[config.mk]
export PLATFORM = sky130hd
export DESIGN_NAME = muldiv_16b_flat
export DESIGN_NICKNAME = d
export VERILOG_FILES = /design/src/rtl/muldiv_16b_if.sv /design/src/rtl/muldiv_16b.sv /design/src/flat_wrapper.sv
export SDC_FILE = /design/constraint.sdc
export NUM_CORES = 1
export LEC_CHECK = 0
export BUFFER_PORTS_ARGS = -buffer_cell sky130_fd_sc_hd__buf_4
export CAP_MARGIN = 10
export CORE_ASPECT_RATIO = 0.7
export CORE_MARGIN = 2
export CORE_UTILIZATION = 45
export CTS_BUF_LIST = sky130_fd_sc_hd__clkbuf_4 sky130_fd_sc_hd__clkbuf_8 sky130_fd_sc_hd__clkbuf_16
export DETAILED_ROUTE_END_ITERATION = 12
export PLACE_DENSITY_LB_ADDON = 0.12
export SKIP_LAST_GASP = 1
export SLEW_MARGIN = 0
export SYNTH_ARGS = -nofsm -noshare
export SYNTH_HDL_FRONTEND = slang
export SYNTH_SLANG_ARGS = --single-unit
export TNS_END_PERCENT = 20
[constraint.sdc]
create_clock -name clk -period 4.3 [get_ports clk]
set_input_delay 0.215 -clock clk [delete_from_list [all_inputs] [get_ports clk]]
set_output_delay 0.215 -clock clk [all_outputs]
set_load 0.02 [all_outputs]
[src/rtl/muldiv_16b_if.sv]
// Request/response bundle between the core and the multiply/divide unit.
// The response side feeds the register-file write port directly.
interface muldiv_16b_if #(
    parameter int WIDTH  = 16,
    parameter int ADDR_W = 3
);
    logic              start;
    logic [1:0]        op;
    logic [WIDTH-1:0]  a;
    logic [WIDTH-1:0]  b;
    logic [ADDR_W-1:0] rd_in;
    logic              busy;
    logic              done;
    logic              wr_en;
    logic [ADDR_W-1:0] wr_addr;
    logic [WIDTH-1:0]  result;

    modport master (
        output start, op, a, b, rd_in,
        input  busy, done, wr_en, wr_addr, result
    );

    modport slave (
        input  start, op, a, b, rd_in,
        output busy, done, wr_en, wr_addr, result
    );
endinterface

[src/rtl/muldiv_16b.sv]
// Multi-cycle unsigned shift-add multiplier / restoring divider.
// Fixed latency of WIDTH iterations; the result is written straight to the register file.
module muldiv_16b #(
    parameter int WIDTH  = 16,
    parameter int ADDR_W = 3
) (
    input  logic        clk,
    input  logic        rst,
    muldiv_16b_if.slave bus
);
    localparam int CNT_W = $clog2(WIDTH + 1);

    typedef enum logic [1:0] {IDLE, RUN, DONE} state_t;

    state_t              state, next_state;
    logic [1:0]          op_q;
    logic [WIDTH-1:0]    opa, opb;
    logic [ADDR_W-1:0]   rd_q;
    logic [CNT_W-1:0]    cnt;
    logic [2*WIDTH-1:0]  prod, prod_next;
    logic [WIDTH-1:0]    rem, rem_next;
    logic [WIDTH-1:0]    quot, quot_next;
    logic [WIDTH:0]      mul_sum;
    logic [WIDTH:0]      div_shift;
    logic                div_ge;
    logic                busy_q, done_q;
    logic [WIDTH-1:0]    result_q;
    logic [ADDR_W-1:0]   wr_addr_q;

    function automatic logic [WIDTH-1:0] select_result(
        input logic [1:0]         sel,
        input logic [2*WIDTH-1:0] p,
        input logic [WIDTH-1:0]   q,
        input logic [WIDTH-1:0]   r
    );
        case (sel)
            2'b00:   return p[WIDTH-1:0];
            2'b01:   return p[2*WIDTH-1:WIDTH];
            2'b10:   return q;
            default: return r;
        endcase
    endfunction

    always_ff @(posedge clk or posedge rst) begin
        if (rst) state <= IDLE;
        else     state <= next_state;
    end

    always_comb begin
        next_state = state;
        case (state)
            IDLE:    if (bus.start) next_state = RUN;
            RUN:     if (cnt == CNT_W'(1)) next_state = DONE;
            DONE:    next_state = IDLE;
            default: next_state = IDLE;
        endcase
    end

    // One iteration of each algorithm; both run in lockstep and op picks the answer.
    always_comb begin
        mul_sum   = {1'b0, prod[2*WIDTH-1:WIDTH]} + (prod[0] ? {1'b0, opa} : '0);
        prod_next = {mul_sum, prod[WIDTH-1:1]};

        // The partial remainder is WIDTH+1 bits only after the shift; it is always < divisor afterwards.
        div_shift = {1'b0, rem} << 1 | {{WIDTH{1'b0}}, quot[WIDTH-1]};
        div_ge    = (div_shift >= {1'b0, opb});
        rem_next  = div_ge ? WIDTH'(div_shift - {1'b0, opb}) : div_shift[WIDTH-1:0];
        quot_next = {quot[WIDTH-2:0], div_ge};
    end

    always_ff @(posedge clk or posedge rst) begin
        if (rst) begin
            op_q      <= '0;
            opa       <= '0;
            opb       <= '0;
            rd_q      <= '0;
            cnt       <= '0;
            prod      <= '0;
            rem       <= '0;
            quot      <= '0;
            result_q  <= '0;
            wr_addr_q <= '0;
            busy_q    <= 1'b0;
            done_q    <= 1'b0;
        end else begin
            busy_q <= (next_state != IDLE);
            done_q <= (next_state == DONE);
            case (state)
                IDLE: if (bus.start) begin
                    op_q <= bus.op;
                    opa  <= bus.a;
                    opb  <= bus.b;
                    rd_q <= bus.rd_in;
                    cnt  <= CNT_W'(WIDTH);
                    prod <= {{WIDTH{1'b0}}, bus.b};
                    rem  <= '0;
                    quot <= bus.a;
                end
                RUN: begin
                    cnt  <= cnt - CNT_W'(1);
                    prod <= prod_next;
                    rem  <= rem_next;
                    quot <= quot_next;
                    if (cnt == CNT_W'(1)) begin
                        result_q  <= select_result(op_q, prod_next, quot_next, rem_next);
                        wr_addr_q <= rd_q;
                    end
                end
                default: ;
            endcase
        end
    end

    assign bus.busy    = busy_q;
    assign bus.done    = done_q;
    assign bus.wr_en   = done_q;
    assign bus.wr_addr = wr_addr_q;
    assign bus.result  = result_q;
endmodule
[src/flat_wrapper.sv]
// flat-port wrapper written by rule: the top's interface ports become plain ports
module muldiv_16b_flat 
#(
    parameter int WIDTH  = 16,
    parameter int ADDR_W = 3
)
  (clk, rst, bus_start, bus_op, bus_a, bus_b, bus_rd_in, bus_busy, bus_done, bus_wr_en, bus_wr_addr, bus_result);
  muldiv_16b_if #(.WIDTH(WIDTH), .ADDR_W(ADDR_W)) bus_i ();
  input  logic clk;
  input  logic rst;
  input wire logic [$bits(bus_i.start)-1:0] bus_start;
  input wire logic [$bits(bus_i.op)-1:0] bus_op;
  input wire logic [$bits(bus_i.a)-1:0] bus_a;
  input wire logic [$bits(bus_i.b)-1:0] bus_b;
  input wire logic [$bits(bus_i.rd_in)-1:0] bus_rd_in;
  output wire logic [$bits(bus_i.busy)-1:0] bus_busy;
  output wire logic [$bits(bus_i.done)-1:0] bus_done;
  output wire logic [$bits(bus_i.wr_en)-1:0] bus_wr_en;
  output wire logic [$bits(bus_i.wr_addr)-1:0] bus_wr_addr;
  output wire logic [$bits(bus_i.result)-1:0] bus_result;
  assign bus_i.start = bus_start;
  assign bus_i.op = bus_op;
  assign bus_i.a = bus_a;
  assign bus_i.b = bus_b;
  assign bus_i.rd_in = bus_rd_in;
  assign bus_busy = bus_i.busy;
  assign bus_done = bus_i.done;
  assign bus_wr_en = bus_i.wr_en;
  assign bus_wr_addr = bus_i.wr_addr;
  assign bus_result = bus_i.result;
  muldiv_16b #(.WIDTH(WIDTH), .ADDR_W(ADDR_W)) u_core (.clk(clk), .rst(rst), .bus(bus_i));
endmodule
==> results summary, run 1 <==
The number of standard cells after synthesis came out at 781. CTS saw roughly 130 sinks. Once the clock tree was built, the setup fixing pass inserted 0 buffers. The power consumption came out at between 8000 and 9000 µW. The count of flip-flops with a built-in enable after synthesis is 0. The initial antenna violation count came out at 0. The first-pass GRT wire length is 36400 µm. Leaving out filler cells and counting taps, the final layout contains about 1100. Row generation in the floorplan step produced 39 rows.

The flow ran to the end, and the final reports show no timing, DRC or antenna violations. Dividing the detail-routed wire length by the instance count gives roughly 22 µm. The transition at the pin with the smallest max-transition slack is 853 ps. By area, the combinational part of the netlist is dominated by compound AO/OA/AOI/OAI gates.

The power per unit of standard cell area is 1020 nW/µm². The tool flagged a number of max-cap violations equal to 0. The setup total negative slack came out at 0 ps.

Of the total power, the share spent switching nets is 0.470. Across the VDD grid, the largest voltage drop is 0.000354 V. Once detailed placement completed, the half-perimeter wirelength came to ~17000 µm. The floorplan step defined a die boundary enclosing 17500 µm². The largest net degree at the start of global routing is 66. The area fraction in compound gates after synthesis is 0.225. Of the total power, combinational logic draws 0.575. During synthesis, Yosys emitted a total of 0 warnings. The post-place setup slack came out at between 1000 and 1500 ps.

The number of instances resized during post-cts repair is 0. The die is roughly 160 µm wide. The area growth from synthesis to layout is 17.3%. At the worst endpoint, the arrival time is between 3000 and 4000 ps. The library cell used most frequently in the layout, excluding fill and tap cells, is dfrtp_1. The via count of the first global-routing pass came out at around 6100. The pre-antenna-repair detailed-routing pass consisted of 5 iterations.

The cell sitting at the root of the clock tree is a clkbuf_16. The area fraction in and, or, nand and nor cells after synthesis is 0.146. For this design the total switching power over the nets is between 4000 and 5000 µW. The maximum clock path buffer count is 2. STA classifies the critical path startpoint as a flop. The vias per cell is approximately 5.9. Of all flip-flops after synthesis, the portion carrying an async set or reset was 1.00. The count of buffers from port buffering came out at 61. The via count came out at 6328. After synthesis the netlist holds a flip-flop and latch count of 129.

Measured against the total synthesized area, the mux share comes to 0.0601. The biggest fanout along the worst timing path is 17. The number of nets in the layout is 909. After synthesis, the cell types taking the most area are dfrtp_1 (44%), ha_1 (5.8%), o21ai_0 (4.9%).

Setup violations remaining at the end of the flow were counted as 0. Setup repair after global routing left no endpoint under its margin. The placer's final routability congestion estimate is ~0.97. The portion of the post-synthesis area used by sequential elements came out at 0.437. The die height came out at 111 µm.

The layout cell share with drive strength beyond 1 is 0.178. The summed instance area of the synthesized netlist is roughly 7400 µm². The final cycle utilization of the critical path came out at 0.728.

The library cells used most frequently in the layout, excluding fill and tap cells, are dfrtp_1 (129), nand2_1 (88), buf_4 (74). Each instance of the synthesized netlist takes up on average between 9 and 10 µm². The post-route minimum period is 3130 ps. The number of nets in the synthesized netlist is between 800 and 900. Wires add up to 23200 µm. Synthesis instantiated a little under 70 different standard cells from the library. The number of clock buffers inserted by TritonCTS is 17. The number of DRC markers in iteration 0 is around 600. STA classifies the critical path endpoint as a flop. After clock tree synthesis, the clock-pin slew on the worst setup and hold paths is about 60 ps.

The final worst slack is around 1200 ps. The critical path class is flop to flop. The post-placement cell count is a little over 1000. The post-route DRC violation count is 0. The count of final hold-check violations came out at 0. The achievable frequency came out at roughly 0.32 GHz. The effective utilization at floorplan came out at 0.456.

In the global route stage, overall resource usage came out at 0.277. The area share of the largest cell type after synthesis is 0.437. Of the total synthesized cell area, the portion taken by full adders, half adders and majority gates is 0.0630. Of the total synthesized cell area, the portion taken by XOR and XNOR cells is 0.0249. The antenna diode instance count came out at 0. The sequential share of power came out at 0.263. For the worst setup path, the data required time is roughly 4600 ps.

The internal power of the cells is approximately 4700 µW. In this run the remaining antenna-violating nets after routing total 0. TritonCTS built the clock tree. The headroom to the max-slew limit came out at 0.431. The final global-route overflow total is 0. The later pin in the worst-skew pair is clocked with a latency of 430 ps.

The biggest area contributor in the post-synthesis netlist is dfrtp_1. The placeable core area came out at about 16000 µm². The maximum level of the CTS H-tree came out at 4. The clock network fraction of total power is 0.162. The number of ports placed on the die boundary is 62.

In the synthesized netlist the dominant register cell turns out to be dfrtp_1. The leakage power of the design is 0.00387 µW. The final count of pins violating max slew came out at 0. In this run the worst hold path is classified as input pin to flop.

The worst clock skew is between 9 and 10 ps. On the final layout, the worst hold slack is 6.72 ps.
cell type report:
type	count	area, µm²
Clock inverter	14	144
Tap cell	225	282
Timing Repair Buffer	76	586
Clock buffer	18	433
Multi-Input combinational cell	572	3860
Inverter	37	141
Fill cell	1513	7530
Sequential cell	129	3230
cell usage after synthesis (9+ instances only):
master    number
a22oi_1       32
and2_1        17
nor2_1        31
mux2i_1       14
a211oi_1      10
xnor2_1       13
dfrtp_1      129
a21o_1        10
inv_1         36
a21oi_1       39
a22o_1        10
nor2b_1       23
mux2_2        27
ha_1          34
nand2_1       88
clkbuf_1      32
o21ai_1       20
o221ai_1       9
nor3_1        24
o21ai_0       73
power by group through the flow:
stage	Combinational [µW]	Clock (µW)	Sequential, µW
final	5070	1430	2320
after global routing	5560	1500	2390
after CTS	5000	1450	2310
after detailed placement	4980	0	2330
after global placement	4890	0	2310
after floorplan	3690	0	2220
final timing paths:
path	from	endpoint	slack [ps]	cells after the start
hold / removal	bus_b[8]	u_core.opb[8]$_DFFE_PP0P_	7	3
max in group asynchronous	rst	u_core.cnt[3]$_DFFE_PP0P_	2920	4
setup reg to reg	u_core.prod[0]$_DFFE_PP0P_	u_core.bus.result[14]$_DFFE_PP0P_	1170	11
min in group asynchronous	rst	u_core.opb[4]$_DFFE_PP0P_	520	3
setup / recovery	u_core.prod[0]$_DFFE_PP0P_	u_core.bus.result[14]$_DFFE_PP0P_	1170	11
hold reg to reg	u_core.rd_q[2]$_DFFE_PP0P_	u_core.bus.wr_addr[2]$_DFFE_PP0P_	470	2
stage by stage:
step | util | area [µm²]
finish | 0.535 | 8670
global route | 0.535 | 8670
detailed placement | 0.499 | 8080
CTS | 0.535 | 8670
floorplan | - | 7390
global placement | 0.499 | 8080
repair_timing:
| action | 4_1_cts | 5_1_grt |
|---|---|---|
| endpoints found under the hold margin | 13 | 0 |
| hold buffers | 1 | 0 |
| endpoints found under the setup margin | 0 | 0 |
routing by layer:
metal | vias to the layer above | global-route usage | share of wire
met4 | 0 | 0.0503 | 0.0065
met2 | 258 | 0.382 | 0.42
met3 | 17 | 0.0551 | 0.068
met1 | 3117 | 0.447 | 0.51
met5 | - | 0 | 0
li1 | 2936 | - | -
cells by family (layout without fill, tap and decap cells):
group	Yosys count	after routing
adders and majority gates	36	36
xor gates and xnor gates	21	21
buffers and inverters	80	145
muxes	41	41
DFF	129	129
AOI/OAI and AO/OA	254	254
and+or+nand+nor	220	220
critical path: stages (launching register included):
cell       delay [ps]
dfrtp_1           540
nand2_1           160
inv_1              90
ha_1              240
a211oi_1          370
o21ai_1           160
nor4b_1           170
nor2_2            200
a2111oi_0         120
or4b_1            570
a311oi_2          280
a211oi_2          100
registers in the layout, indices dropped and copies added, names as in the netlist, 3 cells and up:
signal	count
u_core.rem	16
u_core.opb	16
u_core.opa	16
u_core.prod	32
u_core.quot	16
u_core.rd_q	3
u_core.bus.wr_addr	3
u_core.bus.result	16
u_core.cnt	5
Power figures use the tool's default switching activity.
==> run 2: changes to the inputs <==
--- a/config.mk
+++ b/config.mk
@@ -5,6 +5,7 @@
 export SDC_FILE = /design/constraint.sdc
 export NUM_CORES = 1
 export LEC_CHECK = 0
+export ABC_AREA = 1
 export BUFFER_PORTS_ARGS = -buffer_cell sky130_fd_sc_hd__buf_4
 export CAP_MARGIN = 10
 export CORE_ASPECT_RATIO = 0.7
==> constraint.sdc (replaced) <==
create_clock -name clk -period 2.73 [get_ports clk]
set_input_delay 0.1365 -clock clk [delete_from_list [all_inputs] [get_ports clk]]
set_output_delay 0.1365 -clock clk [all_outputs]
set_load 0.02 [all_outputs]
==> run 2 against run 1 <==
Synthesized cell count up 41%. Global-route usage fell by 1.8 points. Non-clock buffer count is 33 higher. Highest routed layer unchanged. Cell area increased by 9.5%. Largest power group unchanged. Clock skew increased by 2.1 ps. Synthesized area is 6.4% higher. Die area rose by 6.2%.
==> results summary, run 2 <==
The final count of pins violating max slew came out at 0 (unchanged). The headroom to the max-slew limit was 0.518 (+0.0873). The summed instance area of the synthesized netlist is 7870 µm² (+6.4%). STA classifies the critical path startpoint as a flop. The number of setup buffers added after CTS is 0 (unchanged). The flip-flop count of the largest register after layout is 32 (unchanged). Among all stages on the critical path, the largest delay is contributed by fa_1. The count of standard-cell rows was 40 (+2.6%). The post-route DRC violation count came to 0 (unchanged). The count of final setup violators is 0 (unchanged). The post-DP HPWL is 15800 µm (-7.3%).

The placeable core area came out at 17100 µm² (+5.7%). The via count of the first global-routing pass came out at 6905 (+12%). The biggest fanout along the worst timing path came out at 17 (unchanged).

The internal power of the cells is 6970 µW (+49%). The number of nets in the layout is 1272 (+40%). The class of the worst hold path is input pin to flop.

The sequential share of power came to 0.253 (-0.010). The critical path is of the flop to flop type. The number of DRC markers in iteration 0 is 643 (+7.3%). STA classifies the critical path endpoint as a flop. The die height came to 115 µm (+3.0%).

The leakage power of the design is 0.00522 µW (+35%). The sum of routed wire length over all layers is 22400 µm (-3.5%). The count of buffers from port buffering came out at 61 (unchanged). The net count after synthesis came out at 1180 (+38%). The final cycle utilization of the critical path was 0.860 (+0.132). The clock network latency to the later pin of the worst-skew pair is 430 ps (about the same). The number of buffers and inverters on the critical path is 4 (+3). The cell type with the highest aggregate area in the netlist is dfrtp_1. The met2 track demand over resource in global routing is 0.373 (-0.00918). The remaining antenna violation count is 0 (unchanged). The layout cell share with drive strength beyond 1 was 0.125 (-0.0536). The fraction of power consumed by combinational cells came out at 0.588 (+0.013). The area of the die is 18600 µm² (+6.2%).

The number of distinct library cells after synthesis was 45 (-34%). The number of ports placed on the die boundary was 62 (unchanged). The post-layout instance area came out at 9500 µm² (+9.5%). The maximum level of the CTS H-tree was 4 (unchanged). The number of standard cells after synthesis came out at 1104 (+41%). The width of the chip is 162 µm (+3.1%). The count of clock tree sinks is 129 (unchanged). Setup repair after global routing left no endpoint under its margin.

The required time at the worst-slack endpoint is 3100 ps (-1490 ps). The predominant post-synthesis flop cell is dfrtp_1. The switching share of power came to 0.496 (+0.0254). The number of search-and-repair iterations in the first detailed-routing pass is 5 (unchanged). The worst-case register-to-register setup slack is 380 ps (-790 ps). The clock network fraction of total power came out at 0.159 (-0.003). TritonCTS built the clock tree. The number of fill cells came to 1690 (+12%).

The top cell types in the final layout, fill and taps aside, are nand2_1 (456), inv_1 (155), dfrtp_1 (129). The worst IR drop on VDD came to 0.000647 V (+83%). The met3 routing resource usage after global routing came to 0.0460 (-0.00912). In this run the clock root is driven by a clkbuf_16. The maximum clock path buffer count is 2 (unchanged).

The power per unit of standard cell area is 1460 nW/µm² (+43%). The count of final hold-check violations was 0 (unchanged). The count of max-cap constraint violations is 0 (unchanged).

The largest net degree at the start of global routing is 130 (+97%). The switching component of the power came to 6850 µW (+65%). The most common cell in the synthesized netlist is nand2_1. The final global-route overflow total was 0 (unchanged). The worst clock skew came out at 11.7 ps (+2.07 ps). The achievable frequency came out at 0.426 GHz (+33%). The register with the most flip-flops in the final layout is u_core.prod. The number of synthesized register bits is 129 (unchanged). The setup total negative slack came to 0 ps (unchanged). The via count came out at 7174 (+13%). The placer's final routability congestion estimate was 0.922 (-4.8%). The area share of the largest cell type after synthesis is 0.410 (-0.0262). The global router's overall resource usage is 0.259 (-0.0183).

The initial antenna violation count came out at 0 (unchanged). The post-route minimum period was 2350 ps (-783 ps). The routing usage on met1 came out at 0.397 (-0.0491). The layout-stage area growth over the synthesis result is 20.7%. By count the netlist is led by nand2_1 (456), inv_1 (157), dfrtp_1 (129). The routed wirelength normalized by instance count is 15.6 µm (-28%). The kind of cell with the highest combined delay along the critical path is simple AND/OR/NAND/NOR gates. The effective utilization at floorplan came out at 0.460 (+0.00314). The most utilized layer in the global route result is met1. The signal on the critical path passes through buf_6, nand2_1, inv_1, ha_1, inv_1, fa_1, inv_1, nand2_1, nand3_1, nand2_1, nand3_1, nand3_1, a21oi_1, nand2_1, nand2_1. The number of clock buffers inserted by TritonCTS came out at 17 (unchanged). Counting stages on the worst path, the most repeated cell is nand2_1. The transition at the pin with the smallest max-transition slack came out at 722 ps (-131 ps). The share of flip-flops with an asynchronous set or reset came out at 1.00 (unchanged). Leaving out fill and tap cells, the most frequent cell in the layout is nand2_1.

The vias per cell came out at 4.98 (-16%). Sorting the synthesized cells by area gives the leading types as dfrtp_1 (41%), nand2_1 (22%), inv_1 (7.5%). The cell area after placement is 8570 µm² (+6.0%).

The run finished with clean final reports. The number of synthesis warnings came out at 0 (unchanged). The first-pass GRT wire length came out at 37000 µm (+1.8%). The largest stage delay on the critical path is 420 ps (-150 ps). The portion of the post-synthesis area used by sequential elements is 0.410 (-0.0262). The arrival time at the worst endpoint came to 2720 ps (-700 ps). The count of flip-flops with a built-in enable after synthesis is 0 (unchanged).

The CTS clock-pin slew for the worst setup and hold paths came out at 60 ps (about the same). The average cell area after synthesis is 7.12 µm² (-25%). The antenna diode instance count was 0 (unchanged).
run 2: worst reg2reg max path, stage by stage, from the launching register on:
cell     delay (ps)
dfrtp_1         340
buf_6           170
nand2_1          70
inv_1            60
ha_1            200
inv_1            70
fa_1            420
inv_1            80
nand2_1          60
nand3_1         160
nand2_1         100
nand3_1          90
nand3_1         100
a21oi_1         230
nand2_1          80
nand2_1          60
run 2: area by class of cell:
type | count | area (µm²) | share of cell area
well taps | 231 | 289 | 0.0304
flip-flops and latches | 129 | 3230 | 0.340
inverters | 160 | 604 | 0.0636
clock inverters | 14 | 133 | 0.0140
multi-input cells | 779 | 3880 | 0.409
repair buffers | 109 | 922 | 0.0971
clock buffers | 18 | 439 | 0.0463
run 2: power groups by stage:
stage	clock [µW]	sequential [µW]	combinational, µW
global placement	0	3520	7930
floorplan	0	3470	5960
finish	2200	3500	8130
global route	2320	3600	9200
CTS	2230	3490	8080
detailed placement	0	3500	7980
run 2: per-layer routing:
layer,part of all wire,up-vias
met4,0.013,0
li1,-,3646
met2,0.41,190
met3,0.057,23
met5,0,-
met1,0.53,3315
run 2: cell families after synthesis:
kind of cell,count (synthesis),share of synthesized area
muxes,1,0.00127
and+or+nand+nor,615,0.329
DFF,129,0.410
buffers and inverters,196,0.0982
xor gates and xnor gates,13,0.0145
AOI/OAI and AO/OA,114,0.0880
adders and majority gates,36,0.0592
run 2: metrics by stage:
step	hold WS [ps]	total power [µW]	cells	utilization	worst slack, ps
2_1_floorplan	246	9430	1104	-	588
6_report	24.7	13800	1440	0.555	381
4_1_cts	9.79	13800	1440	0.555	348
3_5_place_dp	335	11500	1373	0.501	376
5_1_grt	29.2	15100	1440	0.555	32.2
3_3_place_gp	332	11400	1373	0.501	412
run 2: final timing paths:
check / startpoint / end / cells past startpoint
max in group asynchronous: rst / u_core.prod[12]$_DFFE_PP0P_ / 4
hold / removal: bus_b[15] / u_core.opb[15]$_DFFE_PP0P_ / 3
min in group asynchronous: rst / u_core.cnt[0]$_DFFE_PP0P_ / 4
setup / recovery: u_core.prod[0]$_DFFE_PP0P_ / u_core.bus.result[7]$_DFFE_PP0P_ / 15
setup reg to reg: u_core.prod[0]$_DFFE_PP0P_ / u_core.bus.result[7]$_DFFE_PP0P_ / 15
hold reg to reg: u_core.rd_q[1]$_DFFE_PP0P_ / u_core.bus.wr_addr[1]$_DFFE_PP0P_ / 2
run 2: what timing repair did:
| action | in CTS | in global routing |
|---|---|---|
| resized for setup | 0 | 1 |
| hold buffers | 35 | 0 |
| hold endpoints to repair | 181 | 0 |
| endpoints found under the setup margin | 0 | 1 |
